$ cat src/rtl/clock_display_scanner.sv
// Time-multiplexed scanner for a common-anode 6-digit HH:MM:SS display.
// Takes a tear-free snapshot each frame and applies ghost, leading-zero and edit-blink blanking.
module clock_display_scanner #(
  parameter logic [15:0] REFRESH_DIV = 16'd50000,
  parameter logic [15:0] BLANK_CYC   = 16'd500,
  parameter logic [7:0]  BLINK_DIV   = 8'd60,
  parameter bit          HOUR_LZB    = 1'b1
) (
  input  logic       CLK,
  input  logic       RST,
  input  logic [3:0] HMSD,
  input  logic [3:0] HLSD,
  input  logic [3:0] MMSD,
  input  logic [3:0] MLSD,
  input  logic [3:0] SMSD,
  input  logic [3:0] SLSD,
  input  logic       EditEnable,
  input  logic [1:0] EditSel,
  output logic [5:0] AN,
  output logic [6:0] SEG,
  output logic       DP
);

  localparam int CNT_W = (REFRESH_DIV > 16'd1) ? $clog2(REFRESH_DIV) : 1;
  localparam int FRM_W = (BLINK_DIV > 8'd1) ? $clog2(BLINK_DIV) : 1;
  localparam logic [CNT_W-1:0] CNT_LAST  = CNT_W'(REFRESH_DIV - 16'd1);
  localparam logic [CNT_W-1:0] BLANK_END = CNT_W'(BLANK_CYC);
  localparam logic [FRM_W-1:0] FRM_LAST  = FRM_W'(BLINK_DIV - 8'd1);

  logic [CNT_W-1:0] r_cnt;
  logic [2:0]       r_idx;
  logic [FRM_W-1:0] r_frm;
  logic             r_phase;
  logic [5:0][3:0]  r_snap;
  logic [5:0]       r_an;
  logic [6:0]       r_seg;
  logic             r_dp;

  logic             w_cntLast;
  logic             w_idxLast;
  logic             w_frameEnd;
  logic             w_inBlank;
  logic             w_fieldHit;
  logic             w_segBlank;
  logic [3:0]       w_digit;
  logic [6:0]       w_pattern;
  logic [5:0]       w_an;
  logic [6:0]       w_seg;
  logic             w_dp;

  assign w_cntLast  = (r_cnt == CNT_LAST);
  assign w_idxLast  = (r_idx == 3'd5);
  assign w_frameEnd = w_cntLast && w_idxLast;
  assign w_inBlank  = (r_cnt < BLANK_END);

  // Slot pairs (0/1, 2/3, 4/5) map onto edit fields 1, 2, 3; EditSel 0 never matches.
  assign w_fieldHit = EditEnable && (EditSel != 2'd0) && (EditSel == (r_idx[2:1] + 2'd1));

  assign w_segBlank = w_inBlank
                   || (HOUR_LZB && w_idxLast && (r_snap[5] == 4'h0))
                   || (w_fieldHit && !r_phase);

  always_comb begin
    w_digit = 4'h0;
    case (r_idx)
      3'd0: w_digit = r_snap[0];
      3'd1: w_digit = r_snap[1];
      3'd2: w_digit = r_snap[2];
      3'd3: w_digit = r_snap[3];
      3'd4: w_digit = r_snap[4];
      3'd5: w_digit = r_snap[5];
      default: w_digit = 4'h0;
    endcase
  end

  always_comb begin
    w_pattern = 7'b0111111;
    case (w_digit)
      4'd0: w_pattern = 7'b1000000;
      4'd1: w_pattern = 7'b1111001;
      4'd2: w_pattern = 7'b0100100;
      4'd3: w_pattern = 7'b0110000;
      4'd4: w_pattern = 7'b0011001;
      4'd5: w_pattern = 7'b0010010;
      4'd6: w_pattern = 7'b0000010;
      4'd7: w_pattern = 7'b1111000;
      4'd8: w_pattern = 7'b0000000;
      4'd9: w_pattern = 7'b0010000;
      default: w_pattern = 7'b0111111;
    endcase
  end

  assign w_an  = w_inBlank ? 6'b111111 : ~(6'd1 << r_idx);
  assign w_seg = w_segBlank ? 7'b1111111 : w_pattern;
  assign w_dp  = !(((r_idx == 3'd2) || (r_idx == 3'd4)) && !w_inBlank && r_phase);

  // Scan position and per-frame snapshot/blink bookkeeping.
  always_ff @(posedge CLK or posedge RST) begin
    if (RST) begin
      r_cnt   <= '0;
      r_idx   <= 3'd0;
      r_frm   <= '0;
      r_phase <= 1'b1;
      r_snap  <= '0;
    end else begin
      r_cnt <= w_cntLast ? '0 : r_cnt + CNT_W'(1);
      if (w_cntLast) begin
        r_idx <= w_idxLast ? 3'd0 : r_idx + 3'd1;
      end
      if (w_frameEnd) begin
        r_snap <= {HMSD, HLSD, MMSD, MLSD, SMSD, SLSD};
        if (r_frm == FRM_LAST) begin
          r_frm   <= '0;
          r_phase <= ~r_phase;
        end else begin
          r_frm <= r_frm + FRM_W'(1);
        end
      end
    end
  end

  // Registered pin drivers so the board sees glitch-free anode/segment lines.
  always_ff @(posedge CLK or posedge RST) begin
    if (RST) begin
      r_an  <= 6'b111111;
      r_seg <= 7'b1111111;
      r_dp  <= 1'b1;
    end else begin
      r_an  <= w_an;
      r_seg <= w_seg;
      r_dp  <= w_dp;
    end
  end

  assign AN  = r_an;
  assign SEG = r_seg;
  assign DP  = r_dp;

endmodule

$ cat config.mk
export PLATFORM = sky130hd
export DESIGN_NAME = clock_display_scanner
export DESIGN_NICKNAME = d
export VERILOG_FILES = /design/src/rtl/clock_display_scanner.sv
export SDC_FILE = /design/constraint.sdc
export NUM_CORES = 1
export LEC_CHECK = 0
export BUFFER_PORTS_ARGS = -buffer_cell sky130_fd_sc_hd__buf_2
export CAP_MARGIN = 10
export CORE_ASPECT_RATIO = 1.75
export CORE_UTILIZATION = 51
export CTS_CLUSTER_DIAMETER = 120
export DETAILED_ROUTE_END_ITERATION = 12
export GPL_ROUTABILITY_DRIVEN = 0
export PLACE_DENSITY_LB_ADDON = 0.1
export SYNTH_ARGS = -nofsm -noshare
export SYNTH_HDL_FRONTEND = slang
export SYNTH_SLANG_ARGS = --single-unit
$ cat constraint.sdc
create_clock -name CLK -period 2.67 [get_ports CLK]
set_clock_uncertainty 0.2 [all_clocks]
set_input_delay 0.4005 -clock CLK [delete_from_list [all_inputs] [get_ports CLK]]
set_output_delay 0.4005 -clock CLK [all_outputs]
set_load 0.01 [all_outputs]
Word level (Yosys, flattened, before mapping) --
Memories as Yosys holds them, arrays and structs flattened. Index checks and enable logic that the tools add are counted.
Word-level totals: bits in registers 64, bits in latches 0, bits in writable memories 0, ROM bits 112, word-level logic and storage cells 53, memories kept 1
Memories:
- (no name shown) | depth 16, bits a word 7, rd ports 1, clocked after Yosys merged registers in 0, wr ports 0, line 78 | case (w_digit)
Cells by class: $add $sub $neg 4, multiply operators 0, divide/modulo/power cells 0, magnitude comparators 1, equal/unequal tests 8, shift operators 1, multiplexer cells 6, bitwise gates (word level) 2, reduce and logical (&&, ||, !) cells 17
Operators with widths (number):
- case mux 4 bit (6 select lines) | 1
- adder 16 x 1 -> 16 bit (second input constant) | 1
- equality test 16 bit (second input constant) | 1
- less-than comparator 16 x 9 -> 1 bit (second input constant) | 1
- 2-to-1 mux 16 bit | 1
- 2-to-1 mux 6 bit | 2
- logical AND 1 bit | 7
- 2-to-1 mux 7 bit | 1
- adder 6 x 1 -> 6 bit (second input constant) | 1
- equality test 3 x 2 -> 1 bit (second input constant) | 2
- equality test 3 bit (second input constant) | 2
- equality test 6 bit (second input constant) | 1
- inverter 6 bit | 1
- << shifter 1 x 3 -> 6 bit (first input constant) | 1
- logical NOT 4 bit | 1
- adder 3 x 1 -> 3 bit (second input constant) | 1
- equality test 3 x 1 -> 1 bit (second input constant) | 1
- logical NOT 1 bit | 3
- logical NOT 3 bit | 1
- logical OR 1 bit | 3
- 2-to-1 mux 3 bit | 1
- adder 2 x 1 -> 2 bit (second input constant) | 1
- equality test 2 bit | 1
- AND reduction 2 bit | 1
- 2 further kinds | 2

Logic depth before layout (Yosys ltp) --
Gate-level depths: netlist of the first run.
depth in word-level cells 6, gate-level depth with buffers 11, mapped depth without buffers 9

Worst setup path after synthesis of the first run --
OpenSTA, ideal clock, no wires.
path type register -> register, start register r_idx[2], end register r_seg[6] (netlist: SEG[6]), arrival time 2365 ps, required time 2393 ps, setup slack 28 ps, cell stages (with the launch flop) 9, buffers on the path 1, path through dfrtp_1 > clkbuf_1 > inv_1 > ha_1 > a221oi_1 > inv_1 > ha_1 > mux2_2 > a21bo_2
Between the ends: cells in the longest elaborated chain, start to end 6
Ends and longest elaborated chain:
- from (decl) | line 31 | logic [2:0] r_idx;
- from (signal assigned) | line 108 | r_idx <= w_idxLast ? 3'd0 : r_idx + 3'd1;
- branches (longest 5 deep; another with memory (16 x 7 bit))
- 2-to-1 mux 7 bit * | line 94 | assign w_seg = w_segBlank ? 7'b1111111 : w_pattern;
- via w_seg[6] | line 48 | logic [6:0] w_seg;
- to (signal assigned) | line 130 | r_seg <= w_seg;
- to (decl) | line 36 | logic [6:0] r_seg;
Mark *: on every way through the listed nets, which the timed path passes. A chain may end at the register's enable or synchronous reset.

Worst setup path after layout of the first run --
start register r_idx[2], end register r_seg[0] (netlist: SEG[0])
Same word-level chain as after synthesis.

==> results of run 1 <==
## registers in the layout, summed over array words and instances, names as in the netlist
| name | flops |
|---|---|
| AN | 6 |
| DP | 1 |
| SEG | 7 |
| r_cnt | 16 |
| r_frm | 6 |
| r_idx | 3 |
| r_phase | 1 |
| r_snap | 24 |
## layer usage
layer	vias up	track usage
met3	20	0.0560
met4	0	0.135
met5	-	0
met1	1094	0.250
li1	1139	-
met2	40	0.393
## synthesized netlist by cell type, types with 2 or more instances
library cell	number	share of area
nor4_1	2	0.0041
nand4_1	4	0.0082
o22a_1	2	0.0058
and2_1	6	0.012
nor3_1	3	0.0049
ha_1	8	0.033
o21a_1	2	0.0049
nor3b_1	3	0.0074
mux2i_1	2	0.0066
a21oi_1	5	0.0082
mux2_2	3	0.011
nor2b_1	3	0.0062
nand3b_1	4	0.0099
dfstp_2	15	0.13
dfrtp_1	49	0.40
nand2_1	90	0.11
nor2_1	12	0.015
a31oi_1	2	0.0041
o31ai_1	2	0.0049
clkbuf_1	9	0.011
o21ai_0	11	0.018
or3_1	2	0.0041
xnor2_1	8	0.023
mux4_2	2	0.015
xor2_1	8	0.023
nand3_1	9	0.015
inv_1	8	0.0099
buf_2	3	0.0049
a21bo_2	2	0.0066
o211ai_1	3	0.0074
## worst paths after layout
path / start / end / slack (ns) / cells past startpoint
setup / recovery: r_idx[2] / SEG[0] / 0.24 / 7
hold / removal: HLSD[1] / r_snap[17] / 0.04 / 3
setup reg to reg: r_idx[2] / SEG[0] / 0.24 / 7
hold reg to reg: r_snap[0] / r_snap[0] / 0.27 / 2
max in group asynchronous: RST / AN[2] / 1.06 / 4
min in group asynchronous: RST / r_frm[1] / 0.43 / 3
## power by group through the flow
stage          clock network, µW  registers, µW  logic, µW
2_1_floorplan                  0            988       16.0
3_3_place_gp                   0            988       43.7
3_5_place_dp                   0            988       44.7
4_1_cts                      910            970       46.1
5_1_grt                      950            970       50.9
6_report                     892            970       44.0
## stage by stage
stage               instances   util  instance area (µm²)  setup WS [ns]
floorplan                 304      -                 3040         0.0277
global placement          423  0.598                 3390          0.283
detailed placement        423  0.598                 3390          0.229
CTS                       440  0.637                 3610          0.213
global route              440  0.637                 3610         0.0475
finish                    440  0.637                 3610          0.235
## area by class of cell
type / count / area share
sequential: 64 / 0.448
multi-input combinational: 219 / 0.368
timing repair buffer: 57 / 0.0900
clock buffer: 10 / 0.0353
tap: 76 / 0.0263
clock inverter: 6 / 0.0232
inverter: 8 / 0.00831
## cells by family (layout without fill, tap and decap cells)
logic type | after synthesis | after routing | share of synthesized area
xor+xnor | 16 | 16 | 0.0461
compound gates | 39 | 39 | 0.0910
buf+inv | 21 | 81 | 0.0284
simple gates | 148 | 148 | 0.231
mux | 8 | 8 | 0.0375
flops | 64 | 64 | 0.533
fa+ha+maj | 8 | 8 | 0.0330
## critical path: cells and delay by family, from the launching register on
family | cells | cell delay [ns]
AO/OA/AOI/OAI | 3 | 0.76
AND/OR/NAND/NOR | 1 | 0.04
flip-flops | 1 | 0.50
buffers and inverters | 1 | 0.17
multiplexers | 1 | 0.54
adder cells (fa/ha/maj) | 1 | 0.17
==> impl_metrics.json, run 1 <==
{
  "status": "completed",
  "synthCells": 304,
  "grt_pass1_vias": 2385,
  "wl_per_cell_um": 14.3,
  "clock.fmax_ghz": 0.411,
  "synth_cell_types": 52,
  "grt_max_degree": 26,
  "drt_wl_total_um": 6290,
  "track_usage": 0.233,
  "synth_seq_cells": 64,
  "worstSetupPathType": "flip-flop to flip-flop",
  "viasPerCell": 5.21,
  "rows": 36,
  "path_cells": "mux4_2 > a221o_1 > inv_1 > ha_1 > nor2b_1 > o211ai_1 > o21a_1",
  "pwr-share-comb": 0.023,
  "cts_sinks": 64,
  "post_cts_buffers": 0,
  "start_kind": "flip-flop",
  "hpwl_um": 4780,
  "hold_path.class": "input pin to flip-flop",
  "fin_setup_tns_ns": 0,
  "die_y_um": 104,
  "fin_crit_sh": 0.912,
  "die_area_mm2": 0.00628,
  "clkPwrFrac": 0.468,
  "crit_required_ns": 2.75,
  "drive_gt1_frac": 0.275,
  "rsz0062_at_grt": "false",
  "io_pins": 43,
  "first_iter_violations": 44,
  "final_nets": 396,
  "power.share.sequential": 0.509,
  "die_w_um": 60.3,
  "vias": 2293,
  "setup-violations-final": 0,
  "synth_edf_count": 0,
  "slowest_stage": "mux4_2",
  "drc_errors": 0,
  "syn_avg_cell_area_um2": 9.99,
  "htreeDepth": 3,
  "drv_cap": 0,
  "grt_pass1_wl_um": 10800,
  "switching_share": 0.207,
  "hold_viol": 0,
  "worst_pin_slew_ns": 0.532,
  "power_uw": 1910,
  "postRouteAntennaNets": 0,
  "ys.flop_type": "dfrtp_1",
  "multi_input_area_mm2": 0.00133,
  "power.density_mw_per_mm2": 528,
  "leakage_uw": 0.00160,
  "syn_to_final_growth_pct": 18.9,
  "postCtsHoldBufs": 1,
  "n_fill_cell": 510,
  "drtPass1Iterations": 4,
  "vdd_ir_drop_max_mv": 0.393,
  "core_mm2": 0.00568,
  "endpoint_kind": "flip-flop",
  "synth_warnings": 0,
  "slew_viol_final": 0,
  "most-common-layout-cells": "90 x nand2_1, 49 x dfrtp_1, 42 x buf_2, 15 x dfstp_2, 14 x buf_4",
  "final_common_cell": "nand2_1",
  "cpPeakStageDelay_ns": 0.54,
  "clk_latency_ns": 0.35,
  "clk_path_buf_depth": 2,
  "critical_path_peak_fanout": 9,
  "regArea_mm2": 0.00162,
  "route.met2.wl_um": 3420,
  "antenna_found_initial": 0,
  "cts_resized": 0,
  "p_switching_uw": 395,
  "cts_root_buf": "clkbuf_8",
  "max-slew-margin-rel": 0.644,
  "port_buffers": 42,
  "hold_ws_ns": 0.0409,
  "num_antenna_cells": 0,
  "path_clk_slew_ns": 0.08,
  "cts_tree": "yes",
  "start_util": 0.535,
  "wl_met3_um": 152,
  "synth_area_mm2": 0.00304,
  "ys_seq_area_frac": 0.533,
  "period_minus_slack_ns": 2.43,
  "syn-num-nets": 341,
  "arrival_ns": 2.52,
  "top_layer": "met4",
  "cts_inserted_buffers": 9,
  "grt_overflow": 0,
  "intPower_uw": 1510,
  "drt-met1-wl_um": 2450,
  "async_reset_ff_frac": 1.00
}
(Power assumes the default switching activity.)
==> inputs of run 2 (changes only) <==
ABC_AREA = 1   (was unset)
==> impl_metrics.json, run 2 <==
{
  "ys.flop_type": "dfrtp_1",
  "postRouteAntennaNets": 0,
  "grt_pass1_vias": 2752,
  "antenna_found_initial": 0,
  "drc_errors": 0,
  "setup-violations-final": 0,
  "fin_crit_sh": 0.895,
  "synth_seq_cells": 64,
  "clk_path_buf_depth": 2,
  "start_util": 0.534,
  "critical_path_peak_fanout": 9,
  "viasPerCell": 5.00,
  "hpwl_um": 5260,
  "cts_tree": "yes",
  "cts_inserted_buffers": 9,
  "track_usage": 0.239,
  "drtPass1Iterations": 4,
  "switching_share": 0.216,
  "slew_viol_final": 0,
  "period_minus_slack_ns": 2.39,
  "stdcell_area_mm2": 0.00378,
  "clk_latency_ns": 0.35,
  "largest_reg_flops": 24,
  "final_common_cell": "nand2_1",
  "synth_most_common_cell": "nand2_1",
  "clkPwrFrac": 0.409,
  "port_buffers": 42,
  "syn_avg_cell_area_um2": 7.96,
  "synth_top_area_cell": "dfrtp_1",
  "drive_gt1_frac": 0.180,
  "ys_seq_area_frac": 0.483,
  "synth_warnings": 0,
  "path_clk_slew_ns": 0.07,
  "synth_common_cells": "126 x nand2_1, 59 x inv_1, 49 x dfrtp_1",
  "drt_wl_total_um": 7090,
  "drv_cap": 0,
  "num_antenna_cells": 0,
  "most-common-layout-cells": "126 x nand2_1, 58 x inv_1, 49 x dfrtp_1, 42 x buf_2",
  "cts_resized": 0,
  "p_switching_uw": 372,
  "power.density_mw_per_mm2": 455,
  "status": "completed",
  "cts_root_buf": "clkbuf_8",
  "die_area_mm2": 0.00692,
  "power.share.sequential": 0.565,
  "leakage_uw": 0.00196,
  "core_mm2": 0.00628,
  "hold_ws_ns": 0.0500,
  "wl_per_cell_um": 12.8,
  "worstSetupPathType": "flip-flop to flip-flop",
  "synth_area_mm2": 0.00335,
  "synth_top_cell_area_share": 0.366,
  "synth_area_leaders": "dfrtp_1 37%, nand2_1 14%, dfstp_2 12%, inv_1 6.6%, nand3_1 5.1%",
  "pwr-share-comb": 0.026,
  "htreeDepth": 3,
  "hold_viol": 0,
  "synth_edf_count": 0,
  "intPower_uw": 1350,
  "arrival_ns": 2.46,
  "start_kind": "flip-flop",
  "rsz0062_at_grt": "false",
  "syn_to_final_growth_pct": 12.7,
  "syn-num-nets": 458,
  "cts_sinks": 64,
  "crit_start": "r_idx[1]",
  "endpoint_kind": "flip-flop",
  "worst_pin_slew_ns": 0.518,
  "crit_required_ns": 2.74,
  "vias": 2759,
  "grt_overflow": 0,
  "worstHoldStart": "HLSD[1]",
  "die_w_um": 63.3,
  "timing.rr.start": "r_idx[1]",
  "instances_no_fill": 552,
  "synth_cell_types": 32,
  "clock.fmax_ghz": 0.418,
  "async_reset_ff_frac": 1.00,
  "synthCells": 421,
  "placed_cell_area_mm2": 0.00361,
  "fin_setup_tns_ns": 0,
  "grt_max_degree": 65,
  "vdd_ir_drop_max_mv": 0.366,
  "die_y_um": 109,
  "final_nets": 505,
  "grt_pass1_wl_um": 12500,
  "regMostFlops": "r_snap",
  "hold_path.class": "input pin to flip-flop",
  "io_pins": 43,
  "power_uw": 1720,
  "max-slew-margin-rel": 0.652,
  "first_iter_violations": 194,
  "dp.cells": 536,
  "rows": 38
}
## run 2: cell types whose count changed in the layout (fill, tap and decap cells not counted), moves of 5 or more
cell	delta
nor2_1	+22
and2_1	-6
nand2_1	+36
o21ai_1	+7
nand3_1	+25
xnor2_1	-5
buf_4	-13
inv_1	+51
nand4_1	+12
o21ai_0	+7
## run 2: area by class of cell
| class | count | area [µm²] |
|---|---|---|
| Fill cell | 615 | 2500 |
| Sequential cell | 64 | 1620 |
| Clock inverter | 1 | 5.00 |
| Multi-Input combinational cell | 285 | 1410 |
| Clock buffer | 14 | 153 |
| Inverter | 63 | 239 |
| Tap cell | 80 | 100 |
| Timing Repair Buffer | 45 | 248 |
## run 2: final timing paths
check,cells past startpoint,slack (ns),to
max,14,0.28,SEG[3]
min,3,0.05,r_snap[17]
max reg2reg,14,0.28,SEG[3]
min reg2reg,1,0.25,DP
max in group asynchronous,4,1.49,SEG[3]
min in group asynchronous,4,0.47,r_cnt[12]
## run 2: power groups by stage
stage	combinational, µW	sequential (µW)	clock, µW
2_1_floorplan	16.0	988	0
6_report	45.4	971	703
4_1_cts	47.6	971	725
5_1_grt	52.6	970	760
3_5_place_dp	46.6	988	0
3_3_place_gp	45.7	988	0
## run 2: what timing repair did
action,in CTS,in global routing
endpoints found under the setup margin,0,0
endpoints found under the hold margin,49,0
hold buffers,1,0
setup buffers,0,0
## run 2: critical path, stage by stage, from the launching register on
cell,delay [ns]
dfrtp_1,0.48
nand2_1,0.11
inv_1,0.04
ha_1,0.24
nand2_1,0.08
inv_1,0.04
nor2_1,0.09
nand2_1,0.05
nor2_1,0.30
inv_1,0.12
ha_1,0.31
inv_1,0.06
nand2_1,0.06
nand3_1,0.07
nand3_1,0.07
## run 2: cell families (layout without fill, tap and decap cells)
family | count (synthesis) | after routing | synth area share
AND/OR/NAND/NOR | 229 | 229 | 0.305
XOR/XNOR | 11 | 11 | 0.0287
buffers and inverters | 72 | 123 | 0.0951
adder cells (fa/ha/maj) | 8 | 8 | 0.0299
flip-flops | 64 | 64 | 0.483
AO/OA/AOI/OAI | 37 | 37 | 0.0582
## run 2: stage by stage
| step | utilization | setup WS, ns |
|---|---|---|
| CTS | 0.602 | 0.291 |
| finish | 0.602 | 0.280 |
| global placement | 0.575 | 0.363 |
| global route | 0.602 | 0.0172 |
| detailed placement | 0.575 | 0.302 |
| floorplan | - | 0.496 |
## run 2: routing by layer
metal	GRT usage	up-vias	share of wire
met2	0.415	52	0.53
met3	0.0502	18	0.029
li1	-	1422	-
met5	0	-	0
met4	0.140	0	0.028
met1	0.269	1267	0.42
